$ cat src/rtl/mem_arb_pkg.sv
// Purpose : shared types and default widths for the IFU/LSU memory-port arbiter.
// Latency : n/a (types and constants only).
// Backpressure: n/a.
// Contents: state_t (arbiter FSM states), owner_t (which requester holds the port),
//           default ADDR/DATA widths and timeout budget.
package mem_arb_pkg;

    localparam int ADDR_W_DEF  = 32;
    localparam int DATA_W_DEF  = 32;
    localparam int TIMEOUT_DEF = 255;

    typedef enum logic [1:0] {
        IDLE = 2'd0,
        REQ  = 2'd1,
        WAIT = 2'd2,
        RESP = 2'd3
    } state_t;

    typedef enum logic {
        OWN_IFU = 1'b0,
        OWN_LSU = 1'b1
    } owner_t;

endpackage

$ cat src/rtl/mem_arb_picker.sv
// Purpose : chooses which requester gets the memory port when the arbiter is idle.
// Latency : combinational.
// Backpressure: none; the caller only uses the result while idle.
// Ports   : ifu_valid_i / lsu_valid_i  -- pending requests
//           last_grant_i               -- previous winner (only with MEM_ARB_RR_EN)
//           winner_o / grant_en_o      -- selected requester, and whether anyone asked
// Option  : MEM_ARB_RR_EN selects round-robin on ties; otherwise LSU beats IFU.
module mem_arb_picker
    import mem_arb_pkg::*;
(
    input  logic   ifu_valid_i,
    input  logic   lsu_valid_i,
`ifdef MEM_ARB_RR_EN
    input  owner_t last_grant_i,
`endif
    output owner_t winner_o,
    output logic   grant_en_o
);

    always_comb begin
        winner_o   = OWN_IFU;
        grant_en_o = ifu_valid_i | lsu_valid_i;
        if (lsu_valid_i && !ifu_valid_i) begin
            winner_o = OWN_LSU;
        end else if (lsu_valid_i && ifu_valid_i) begin
`ifdef MEM_ARB_RR_EN
            // On a tie, whoever did not win last time goes first.
            winner_o = (last_grant_i == OWN_LSU) ? OWN_IFU : OWN_LSU;
`else
            winner_o = OWN_LSU;
`endif
        end
    end

endmodule

$ cat src/rtl/mem_arbiter.sv
// Purpose : shares one memory port between IFU (reads) and LSU (reads/writes), one transaction at a time.
// Latency : 3 cycles from request handshake to response valid with a zero-wait memory; 1 idle cycle between transactions.
// Backpressure: req_ready only in IDLE; owner's resp_valid is held until resp_ready; mem_resp_ready drops while a response is held.
// Ports   : ifu_req_* / ifu_resp_*  -- instruction fetch request/response (read only)
//           lsu_req_* / lsu_resp_*  -- load/store request/response
//           mem_req_* / mem_resp_*  -- single downstream memory port, request fields registered
// Option  : MEM_ARB_RR_EN -- round-robin tie-breaking (last_grant resets to LSU); default is fixed LSU priority.
module mem_arbiter
    import mem_arb_pkg::*;
#(
    parameter int ADDR_W         = ADDR_W_DEF,
    parameter int DATA_W         = DATA_W_DEF,
    parameter int TIMEOUT_CYCLES = TIMEOUT_DEF
) (
    input  logic                clk,
    input  logic                rst,

    input  logic                ifu_req_valid,
    output logic                ifu_req_ready,
    input  logic [ADDR_W-1:0]   ifu_req_addr,
    output logic                ifu_resp_valid,
    input  logic                ifu_resp_ready,
    output logic [DATA_W-1:0]   ifu_resp_data,
    output logic                ifu_resp_err,

    input  logic                lsu_req_valid,
    output logic                lsu_req_ready,
    input  logic [ADDR_W-1:0]   lsu_req_addr,
    input  logic                lsu_req_wen,
    input  logic [DATA_W-1:0]   lsu_req_wdata,
    input  logic [DATA_W/8-1:0] lsu_req_wmask,
    output logic                lsu_resp_valid,
    input  logic                lsu_resp_ready,
    output logic [DATA_W-1:0]   lsu_resp_data,
    output logic                lsu_resp_err,

    output logic                mem_req_valid,
    input  logic                mem_req_ready,
    output logic [ADDR_W-1:0]   mem_req_addr,
    output logic                mem_req_wen,
    output logic [DATA_W-1:0]   mem_req_wdata,
    output logic [DATA_W/8-1:0] mem_req_wmask,
    input  logic                mem_resp_valid,
    output logic                mem_resp_ready,
    input  logic [DATA_W-1:0]   mem_resp_data
);

    // Counter only has to reach TIMEOUT_CYCLES; keep at least one bit when disabled.
    localparam int             TO_W     = (TIMEOUT_CYCLES > 0) ? $clog2(TIMEOUT_CYCLES + 1) : 1;
    localparam logic [TO_W-1:0] TO_LIMIT = TO_W'(TIMEOUT_CYCLES);
    localparam logic           TO_EN    = (TIMEOUT_CYCLES != 0);

    state_t              state_q;
    owner_t              owner_q;
    logic                mem_req_valid_q;
    logic [ADDR_W-1:0]   addr_q;
    logic                wen_q;
    logic [DATA_W-1:0]   wdata_q;
    logic [DATA_W/8-1:0] wmask_q;
    logic [DATA_W-1:0]   resp_data_q;
    logic                resp_err_q;
    logic                ifu_resp_valid_q;
    logic                lsu_resp_valid_q;
    logic [TO_W-1:0]     cnt_q;
    logic [TO_W-1:0]     cnt_d;
    logic                timeout_hit;
    logic                owner_resp_ready;
    owner_t              winner;
    logic                grant_en;
    logic                accept;

`ifdef MEM_ARB_RR_EN
    owner_t              last_grant_q;
`endif

    mem_arb_picker u_picker (
        .ifu_valid_i  (ifu_req_valid),
        .lsu_valid_i  (lsu_req_valid),
`ifdef MEM_ARB_RR_EN
        .last_grant_i (last_grant_q),
`endif
        .winner_o     (winner),
        .grant_en_o   (grant_en)
    );

    assign accept        = (state_q == IDLE) && grant_en;
    assign ifu_req_ready = accept && (winner == OWN_IFU);
    assign lsu_req_ready = accept && (winner == OWN_LSU);

    // Saturate at the limit: if a handshake beats the timeout in REQ, the
    // count must still match the limit in WAIT rather than wrap past it.
    assign cnt_d       = (cnt_q == TO_LIMIT) ? cnt_q : cnt_q + 1'b1;
    assign timeout_hit = TO_EN && (cnt_q == TO_LIMIT);

    assign owner_resp_ready = (owner_q == OWN_IFU) ? ifu_resp_ready : lsu_resp_ready;

    always_ff @(posedge clk) begin
        if (rst) begin
            state_q          <= IDLE;
            owner_q          <= OWN_IFU;
            mem_req_valid_q  <= 1'b0;
            addr_q           <= '0;
            wen_q            <= 1'b0;
            wdata_q          <= '0;
            wmask_q          <= '0;
            resp_data_q      <= '0;
            resp_err_q       <= 1'b0;
            ifu_resp_valid_q <= 1'b0;
            lsu_resp_valid_q <= 1'b0;
            cnt_q            <= '0;
`ifdef MEM_ARB_RR_EN
            last_grant_q     <= OWN_LSU;
`endif
        end else begin
            case (state_q)
                IDLE: begin
                    // A stray mem_resp_valid here is a late answer to a timed-out request; ignore it.
                    if (grant_en) begin
                        state_q         <= REQ;
                        owner_q         <= winner;
                        mem_req_valid_q <= 1'b1;
                        cnt_q           <= '0;
`ifdef MEM_ARB_RR_EN
                        last_grant_q    <= winner;
`endif
                        if (winner == OWN_LSU) begin
                            addr_q  <= lsu_req_addr;
                            wen_q   <= lsu_req_wen;
                            wdata_q <= lsu_req_wdata;
                            wmask_q <= lsu_req_wmask;
                        end else begin
                            addr_q  <= ifu_req_addr;
                            wen_q   <= 1'b0;
                            wdata_q <= '0;
                            wmask_q <= '0;
                        end
                    end
                end

                REQ: begin
                    if (mem_req_ready) begin
                        state_q         <= WAIT;
                        mem_req_valid_q <= 1'b0;
                        cnt_q           <= cnt_d;
                    end else if (timeout_hit) begin
                        state_q          <= RESP;
                        mem_req_valid_q  <= 1'b0;
                        resp_data_q      <= '0;
                        resp_err_q       <= 1'b1;
                        ifu_resp_valid_q <= (owner_q == OWN_IFU);
                        lsu_resp_valid_q <= (owner_q == OWN_LSU);
                    end else begin
                        cnt_q <= cnt_d;
                    end
                end

                WAIT: begin
                    if (mem_resp_valid) begin
                        state_q          <= RESP;
                        // Stores complete with zero data.
                        resp_data_q      <= wen_q ? '0 : mem_resp_data;
                        resp_err_q       <= 1'b0;
                        ifu_resp_valid_q <= (owner_q == OWN_IFU);
                        lsu_resp_valid_q <= (owner_q == OWN_LSU);
                    end else if (timeout_hit) begin
                        state_q          <= RESP;
                        resp_data_q      <= '0;
                        resp_err_q       <= 1'b1;
                        ifu_resp_valid_q <= (owner_q == OWN_IFU);
                        lsu_resp_valid_q <= (owner_q == OWN_LSU);
                    end else begin
                        cnt_q <= cnt_d;
                    end
                end

                RESP: begin
                    if (owner_resp_ready) begin
                        state_q          <= IDLE;
                        ifu_resp_valid_q <= 1'b0;
                        lsu_resp_valid_q <= 1'b0;
                    end
                end

                default: state_q <= IDLE;
            endcase
        end
    end

    assign mem_req_valid  = mem_req_valid_q;
    assign mem_req_addr   = addr_q;
    assign mem_req_wen    = wen_q;
    assign mem_req_wdata  = wdata_q;
    assign mem_req_wmask  = wmask_q;
    assign mem_resp_ready = (state_q != RESP);

    assign ifu_resp_valid = ifu_resp_valid_q;
    assign ifu_resp_data  = resp_data_q;
    assign ifu_resp_err   = resp_err_q;
    assign lsu_resp_valid = lsu_resp_valid_q;
    assign lsu_resp_data  = resp_data_q;
    assign lsu_resp_err   = resp_err_q;

endmodule

$ cat config.mk
export PLATFORM = sky130hd
export DESIGN_NAME = mem_arbiter
export DESIGN_NICKNAME = d
export VERILOG_FILES = /design/src/rtl/mem_arb_pkg.sv /design/src/rtl/mem_arb_picker.sv /design/src/rtl/mem_arbiter.sv
export SDC_FILE = /design/constraint.sdc
export NUM_CORES = 1
export LEC_CHECK = 0
export ABC_AREA = 1
export BUFFER_PORTS_ARGS = -buffer_cell sky130_fd_sc_hd__buf_2
export CORE_AREA = 2 2 110 112
export CTS_CLUSTER_DIAMETER = 40
export CTS_CLUSTER_SIZE = 40
export DETAILED_ROUTE_END_ITERATION = 10
export DIE_AREA = 0 0 112 114
export PLACE_DENSITY = 0.83
export SLEW_MARGIN = 20
export SYNTH_ARGS = -nofsm -noshare
export SYNTH_HDL_FRONTEND = slang
export SYNTH_SLANG_ARGS = --single-unit
$ cat constraint.sdc
create_clock -name clk -period 4.55 [get_ports clk]
set_input_delay 0.2275 -clock clk [delete_from_list [all_inputs] [get_ports clk]]
set_output_delay 0.2275 -clock clk [all_outputs]
set_load 0.1 [all_outputs]
# ---- After elaboration in Yosys (flattened, before gate mapping)
# Index checks and enable logic that the tools add are counted.
dict set report word_totals {
  out_inout_bits 141
  wordCells 84
  register_bits 116
  inputBits 141
}
dict set report op_classes {
  bitwise 3
  reduce_logical 17
  eq_ne 10
  n_mux 41
  add_sub_neg 1
}
# cell count
set ops {}
lappend ops {{$mux W32} 6}
lappend ops {{$pmux W32 S2} 1}
lappend ops {{$mux W8} 5}
lappend ops {{$pmux W8 S3} 1}
lappend ops {{$mux W1} 17}
lappend ops {{$mux W2} 5}
lappend ops {{$ne A2 B2 Y1 const B} 5}
lappend ops {{$reduce_and A3 Y1} 3}
lappend ops {{$add A8 B1 Y8 const B} 1}
lappend ops {{$eq A8 B8 Y1 const B} 1}
lappend ops {{$pmux W2 S4} 1}
lappend ops {{$pmux W1 S3} 2}
lappend ops {{$reduce_and A2 Y1} 3}
lappend ops {{$reduce_bool A3 Y1} 2}
lappend ops {{$logic_and A1 B1 Y1} 5}
lappend ops {{$eq A2 B2 Y1 const B} 2}
lappend ops {{$mux W4} 1}
lappend ops {{$pmux W1 S2} 2}
lappend ops {{$reduce_bool A2 Y1} 2}
lappend ops {{$ne A3 B3 Y1 const B} 1}
lappend ops {{$eq A2 B1 Y1 const B} 1}
lappend ops {{$logic_not A2 Y1} 1}
lappend ops {{$not A1 Y1} 2}
lappend ops {{$logic_not A1 Y1} 1}
lappend ops {{$or A1 B1 Y1} 1}

# ---- Logic depth before layout (Yosys ltp)
# Gate-level depths: netlist (run 1).
dict set report logic_depth {
  ltp_word 5
  ltp_mapped 9
  mapped_depth_nobuf 9
}

# ---- By module
# From an unflattened synthesis (run 1), not the netlist that was laid out.
dict set report unflattened {
  cells_unflattened 701
  area_unflattened_um2 5185.0
}
# module instances cells_per_inst area_per_inst_um2 seq_area_each_um2
set modules_own_cells {}
lappend modules_own_cells {mem_arbiter 1 697 5170.0 2322.2}
lappend modules_own_cells {mem_arb_picker 1 4 15.0 0.0}

# ---- Worst setup path before layout (run 1)
# Ideal clock, no wire load.
dict set report synth_path {
  path_kind {reg-to-reg}
  start {register state_q[0]}
  end {register addr_q[26] (netlist: mem_req_addr[26])}
  path_buffers 1
  stages_incl_launch_ff 8
  required_time_ns 4.476
  setup_ns 0.074
  arrival_ns 2.098
  setup_slack_ns 2.378
  synth_period_minus_slack_ns 2.172
  cell_sequence {dfxtp_1 inv_1 ha_1 nand3_1 clkinv_1 clkbuf_1 nand2_1 a31oi_1}
}
dict set report synth_via {
  elab_chain_len 2
}
# element line_no
set synth_lines {}
lappend synth_lines {{start: declaration} mem_arbiter.sv:53} ;# state_t state_q;
lappend synth_lines {{start signal: assignment} mem_arbiter.sv:99} ;# state_q <= IDLE;
lappend synth_lines {{start signal: assignment} mem_arbiter.sv:119} ;# state_q <= REQ;
lappend synth_lines {{start signal: assignment} mem_arbiter.sv:142} ;# state_q <= WAIT;
lappend synth_lines {{$logic_not A2 Y1} mem_arbiter.sv:115} ;# case (state_q)
lappend synth_lines {{$reduce_and A2 Y1 (no line)} -}
lappend synth_lines {{end signal: assignment} mem_arbiter.sv:127} ;# addr_q <= lsu_req_addr;
lappend synth_lines {{end signal: assignment} mem_arbiter.sv:132} ;# addr_q <= ifu_req_addr;
lappend synth_lines {{end: declaration} mem_arbiter.sv:56} ;# logic [ADDR_W-1:0] addr_q;
# Every way passes these cells.
# A chain may end at the register's enable or synchronous reset.

# ---- Final worst setup path (run 1)
dict set report layout_path {
  start {register state_q[0]}
  end {output port lsu_req_ready}
}
dict set report layout_via {
  elab_chain_len 3
}
# element line_no
set layout_lines {}
lappend layout_lines {{$logic_not A2 Y1} mem_arbiter.sv:86} ;# assign accept = (state_q == IDLE) && grant_en;
lappend layout_lines {{$logic_and A1 B1 Y1} mem_arbiter.sv:86}
lappend layout_lines {{$logic_and A1 B1 Y1} mem_arbiter.sv:88} ;# assign lsu_req_ready = accept && (winner == OWN_LSU);
lappend layout_lines {{end: declaration} mem_arbiter.sv:27} ;# output logic lsu_req_ready,
# Every way passes these cells.

==> flow_summary.yaml, run 1 <==
sta:
  fmax_mhz: 385.6
  worst_pin_slew_ps: 926.4
  setup_viol: 0
  setup_slack_ps: 1957
  finalClockSkew_ps: 9.894
  fin_crit_ps: 2593
  slew_headroom_pct: 38.17
  final_max_slew_viol_count: 0
  hold_viol: 0
  rsz0062_at_grt: "false"
  fin_tns_setup_ps: 0
  finalCritPeriodShare_pct: 57.00
hold_path:
  min_from: "lsu_req_wdata[9]"
  holdPathEnd: "mem_req_wdata[9]"
  hold_depth: 3
  hold_class: "in2reg"
finish:
  drive_above_1_share_pct: 35.88
  nets: 1076
  area_growth_pct: 35.22
  n_antenna_cell: 0
grt:
  gr-total-overflow: 0
  grt_usage_pct: 22.68
  grt_pass1_vias: 4855
  grt_pass1_wl_um: 23320
  grt_max_degree: 86
  antenna_found_initial: 0
setup_path:
  crit_slowest_cell: "nor2_4"
  critPathLaunchType: "flip-flop"
  end_kind: "output port"
  max_stage_delay_ps: 630
  cp_data_required_time_ps: 4320
  worstSetupPathType: "reg2out"
  cp.arrival_ps: 2370
  worstPathMaxFanout: 38
  r2r_slack_ps: 2350
  worstReg2RegEnd: "mem_req_addr[16]"
  r2r-start: "state_q[0]"
  crit_family: "simple AND/OR/NAND/NOR gates"
  worstPathCellList: "inv_1 -> ha_1 -> nand2_2 -> nor2_4 -> buf_2"
  reg2reg_depth: 7
  path_buf_inv: 2
logic_synthesis:
  yosys_warnings: 0
  synth_area_mm2: 0.005169
  syn-instance-count: 699
  yosys-top-cells-area: "dfxtp_1 (45%), nand2_1 (17%), nand3_1 (5.9%)"
  ys_seq_area_share_pct: 44.93
  synth_nets: 846
  syn_area_per_cell_um2: 7.394
  ys_ff_latch: 116
  synth_top_area_share_pct: 44.93
  synth.largest_area_cell: "dfxtp_1"
  ys_types: 26
detailed_routing:
  first_iter_violations: 429
  wl_per_cell_um: 13.95
  ant_nets: 0
  via_per_inst: 4.994
  wl_um: 15190
  drt_first_pass_iters: 5
  vias: 5439
  drc_errors: 0
placed_design:
  gp_congestion: 0.8572
  dp_slack_ps: 2380
  dpl.hpwl_um: 10560
  io_buffers: 281
floorplanning:
  die_area_mm2: 0.01277
  initial_core_util_pct: 44.13
  core_mm2: 0.01171
  dieHeight_um: 114
  io_pins: 282
  fp-row-count: 40
  die_w_um: 112
run_status:
  status: "completed"
cts:
  cts.repair.resized: 0
  post-cts-setup-buffer-count: 0
  cts_made_buffers: 17
  ctsHoldBuffers: 0
  cts_max_path_buffers: 2
  clock_latency_ps: 400
  cts.clk_slew.worst_paths_ps: 60
  htreeDepth: 4
  cts.sinks: 116
  root_buffer: "clkbuf_16"
  cts_tree: "built"
power:
  p_clk_share_pct: 41.5
  p_sw_w: 0.001286
  p_per_area_mw_per_mm2: 498.9
  intPower_w: 0.002201
  pwr-share-seq_pct: 32.2
  switching_share_pct: 36.88
  p_comb_share_pct: 26.3
  ir_worst_vdd_v: 0.0002156
  p_leak_nw: 3.489
run:
  drv_cap: 0
==> per-stage QoR <==
stage	cell area (µm²)	cells	power, W	hold slack [ps]	util [%]
2_1_floorplan	5169	699	0.001886	371.4	-
4_1_cts	6989	1089	0.003510	47.49	59.68
3_3_place_gp	6340	1057	0.002054	449.0	54.13
5_1_grt	6989	1089	0.003621	48.40	59.68
3_5_place_dp	6340	1057	0.002059	452.2	54.13
6_report	6989	1089	0.003487	63.95	59.68
==> how the worst max path moves through the flow <==
stage	end	depth (start not counted)	slack, ps	from
final	lsu_req_ready	5	1960	state_q[0]
after global placement	lsu_req_ready	5	2420	state_q[0]
after global routing	lsu_req_ready	5	1820	state_q[0]
after CTS	lsu_req_ready	5	1940	state_q[0]
after floorplan	mem_req_addr[26]	7	2380	state_q[0]
after detailed placement	mem_req_addr[29]	7	2380	state_q[0]
==> registers in the layout, indices dropped and copies added (netlist names) <==
signal          count
cnt_q               8
mem_req_wdata      32
mem_req_valid       1
lsu_resp_valid      1
mem_req_addr       32
state_q             2
mem_req_wen         1
ifu_resp_data      32
ifu_resp_valid      1
owner_q             1
mem_req_wmask       4
ifu_resp_err        1
==> cells in the mapped netlist <==
| master | instances |
|---|---|
| o21ai_0 | 11 |
| nor2_1 | 13 |
| buf_6 | 2 |
| nand4_1 | 1 |
| nor3_1 | 3 |
| inv_1 | 43 |
| nand2_8 | 1 |
| o21ai_4 | 1 |
| buf_2 | 12 |
| nand3_1 | 61 |
| nand2_4 | 2 |
| o211ai_1 | 25 |
| clkinv_1 | 1 |
| inv_2 | 7 |
| nand2_1 | 231 |
| nor2_2 | 3 |
| clkbuf_1 | 21 |
| a31oi_1 | 32 |
| nor2_4 | 2 |
| a21oi_1 | 59 |
| a211oi_1 | 2 |
| dfxtp_1 | 116 |
| clkinv_2 | 1 |
| nand2_2 | 4 |
| buf_4 | 39 |
| ha_1 | 6 |
==> placed cells by master, fill, tap and decap left out, drive strengths merged, types with 12 or more instances in the layout <==
master,n
clkbuf,19
a21oi,59
nor2,18
inv,53
dfxtp,116
o21ai,12
o211ai,25
nand3,61
buf,285
nand2,238
a31oi,32
==> tightest hold or removal path: stages <==
cell	delay, ps
buf_2	90
nand2_1	50
a21oi_1	50
==> power by group through the flow <==
stage	clock network (W)	registers [W]	logic, W
finish	0.00145	0.00112	0.000916
global route	0.00153	0.00113	0.000961
CTS	0.00147	0.00112	0.000918
detailed placement	0	0.00114	0.000916
global placement	0	0.00114	0.000913
floorplan	0	0.00158	0.000306
==> metal layers <==
layer / GRT usage (%) / share of wire [%] / vias up
li1: - / - / 2715
met1: 26.32 / 40 / 2445
met2: 40.57 / 51 / 261
met3: 5.048 / 7.4 / 18
met4: 9.431 / 1.7 / 0
met5: 0 / 0 / -
==> layout make-up <==
type | instances | area (µm²)
Clock buffer | 19 | 452.9
Clock inverter | 13 | 196.4
Fill cell | 1057 | 4722
Inverter | 52 | 196.4
Multi-Input combinational cell | 457 | 2201
Sequential cell | 116 | 2322
Tap cell | 147 | 183.9
Timing Repair Buffer | 285 | 1436
==> logic make-up after synthesis <==
kind of cell,after synthesis,share of synthesized area (%)
AND/OR/NAND/NOR,321,26.14
AO/OA/AOI/OAI,130,14.89
buffers and inverters,126,12.59
flip-flops,116,44.93
adder cells (fa/ha/maj),6,1.452
No activity file was read; power rests on OpenSTA's default activity.
==> inputs of run 2 (changes only) <==
--- a/config.mk
+++ b/config.mk
@@ -7,12 +7,12 @@
 export LEC_CHECK = 0
 export ABC_AREA = 1
 export BUFFER_PORTS_ARGS = -buffer_cell sky130_fd_sc_hd__buf_2
-export CORE_AREA = 2 2 110 112
+export CORE_MARGIN = 2
+export CORE_UTILIZATION = 45
 export CTS_CLUSTER_DIAMETER = 40
 export CTS_CLUSTER_SIZE = 40
 export DETAILED_ROUTE_END_ITERATION = 10
-export DIE_AREA = 0 0 112 114
-export PLACE_DENSITY = 0.83
+export PLACE_DENSITY = 0.84
 export SLEW_MARGIN = 20
 export SYNTH_ARGS = -nofsm -noshare
 export SYNTH_HDL_FRONTEND = slang
==> constraint.sdc (replaced) <==
create_clock -name clk -period 2.6 [get_ports clk]
set_input_delay 0.13 -clock clk [delete_from_list [all_inputs] [get_ports clk]]
set_output_delay 0.13 -clock clk [all_outputs]
set_load 0.1 [all_outputs]
==> flow_summary.yaml, run 2 (synthesis results as in run 1) <==
run_status:
  status: "completed"
sta:
  rsz0062_at_grt: "false"
  fmax_mhz: 432.3
  fin_tns_setup_ps: 0
  hold_viol: 0
  finalClockSkew_ps: 13.62
  finalCritPeriodShare_pct: 88.97
  worst_pin_slew_ps: 902.4
  setup_viol: 0
  slew_headroom_pct: 39.77
  fin_crit_ps: 2313
  final_max_slew_viol_count: 0
  setup_slack_ps: 286.8
grt:
  grt_pass1_wl_um: 30170
  grt_pass1_vias: 6177
  gr-total-overflow: 0
  antenna_found_initial: 0
  grt_max_degree: 86
  grt_usage_pct: 30.29
power:
  p_leak_nw: 4.011
  p_per_area_mw_per_mm2: 775.6
  ir_worst_vdd_v: 0.0004818
  power_w: 0.006257
placed_design:
  gp_congestion: 0.8526
  io_buffers: 281
  dp_slack_ps: 643.3
  placed_area_mm2: 0.006397
  dpl.hpwl_um: 10740
detailed_routing:
  wl_per_cell_um: 16.13
  vias: 6352
  first_iter_violations: 676
  ant_nets: 0
  via_per_inst: 5.324
  drc_errors: 0
  wl_um: 19250
  drt_first_pass_iters: 5
setup_path:
  critPathLaunchType: "flip-flop"
  r2r-start: "state_q[0]"
  cp.depth: 8
  crit_slowest_cell: "dlygate4sd3_1"
  crit_family: "buffers and inverters"
  path_buf_inv: 3
  worstSetupPathType: "reg2reg"
  cp.arrival_ps: 2660
  reg2reg_depth: 8
  cp_data_required_time_ps: 2950
  end_kind: "flip-flop"
  worstReg2RegEnd: "mem_req_addr[1]"
  max_stage_delay_ps: 590
  worstPathMaxFanout: 64
  worstPathCellList: "inv_1 -> ha_1 -> nand2_2 -> nor2_4 -> buf_12 -> nand2_1 -> a31oi_1 -> dlygate4sd3_1"
  cp-startpoint: "state_q[0]"
  cp-endpoint: "mem_req_addr[1]"
  r2r_slack_ps: 290
hold_path:
  hold_class: "in2reg"
cts:
  cts.clk_slew.worst_paths_ps: 60
  root_buffer: "clkbuf_16"
  cts_tree: "built"
  cts_max_path_buffers: 2
  cts_made_buffers: 17
  post-cts-setup-buffer-count: 0
  cts.sinks: 116
  clock_latency_ps: 420
  htreeDepth: 4
floorplanning:
  initial_core_util_pct: 45.66
  die_area_mm2: 0.01236
  dieHeight_um: 111.2
  core_mm2: 0.01132
  fp-row-count: 39
  io_pins: 282
  die_w_um: 111.2
finish:
  nets: 1184
  drive_above_1_share_pct: 32.48
  area_growth_pct: 56.06
  final-seq-area_mm2: 0.002322
  fin_area_mm2: 0.008066
  nFillCells: 793
  n_antenna_cell: 0
  final_common_cell: "buf_2"
  mostFrequentLayoutCells: "buf_2 (280), nand2_1 (231), dfxtp_1 (116)"
  multiInputGateArea_mm2: 0.002201
run:
  drv_cap: 0
[run 2: cell types whose count changed in the layout (fill, tap and decap cells not counted), moves of 2 or more]
cell and change:
dlygate4sd3_1 +105, buf_12 +3, inv_6 +3, clkbuf_8 -2
[run 2: layout make-up]
| type | count | area share [%] |
|---|---|---|
| tap | 143 | 2.218 |
| inverter | 52 | 2.435 |
| clock buffer | 17 | 5.274 |
| clock inverter | 15 | 2.389 |
| multi-input combinational | 457 | 27.28 |
| timing repair buffer | 393 | 31.61 |
| sequential | 116 | 28.79 |
[run 2: how the worst min path moves through the flow]
| stage | from | to | slack (ps) | cells after the start |
|---|---|---|---|---|
| floorplan | lsu_req_wdata[0] | mem_req_wdata[0] | 270 | 2 |
| global placement | lsu_req_wmask[2] | mem_req_wmask[2] | 380 | 3 |
| detailed placement | lsu_req_wdata[28] | mem_req_wdata[28] | 380 | 3 |
| CTS | ifu_req_addr[0] | mem_req_addr[0] | 2 | 3 |
| global route | lsu_req_wdata[25] | mem_req_wdata[25] | 20 | 3 |
| finish | lsu_req_addr[4] | mem_req_addr[4] | 20 | 3 |
[run 2: metal layers]
metal	routed length (µm)	global-route usage [%]	part of all wire, %	up-vias
li1	-	-	-	2942
met1	7153	33.44	37	2866
met2	9511	53.33	49	460
met3	1649	6.944	8.6	84
met4	932	17.20	4.8	0
met5	0	0	0	-
[run 2: metrics by stage]
| stage | cells | hold slack, ps | utilization [%] |
|---|---|---|---|
| floorplan | 699 | 273.9 | - |
| global placement | 1056 | 379.5 | 56.51 |
| detailed placement | 1056 | 385.0 | 56.51 |
| CTS | 1193 | 1.973 | 71.25 |
| global route | 1193 | 20.81 | 71.25 |
| finish | 1193 | 20.44 | 71.25 |
[run 2: where the power goes]
part	leakage, nW	total (W)	switching [W]	internal [W]
clock	0.302	0.00246	0.000926	0.00153
sequential	0.945	0.00198	0.0000802	0.00190
combinational	2.76	0.00182	0.00139	0.000430
[run 2: repair_timing]
action / in CTS / in global routing
hold endpoints to repair: 75 / 0
resized for setup: 0 / 0
hold buffers: 105 / 0
[run 2: worst reg2reg max path: stages (launching register included)]
cell and delay [ps]:
dfxtp_1 340, inv_1 120, ha_1 230, nand2_2 110, nor2_4 240, buf_12 290
nand2_1 190, a31oi_1 160, dlygate4sd3_1 590
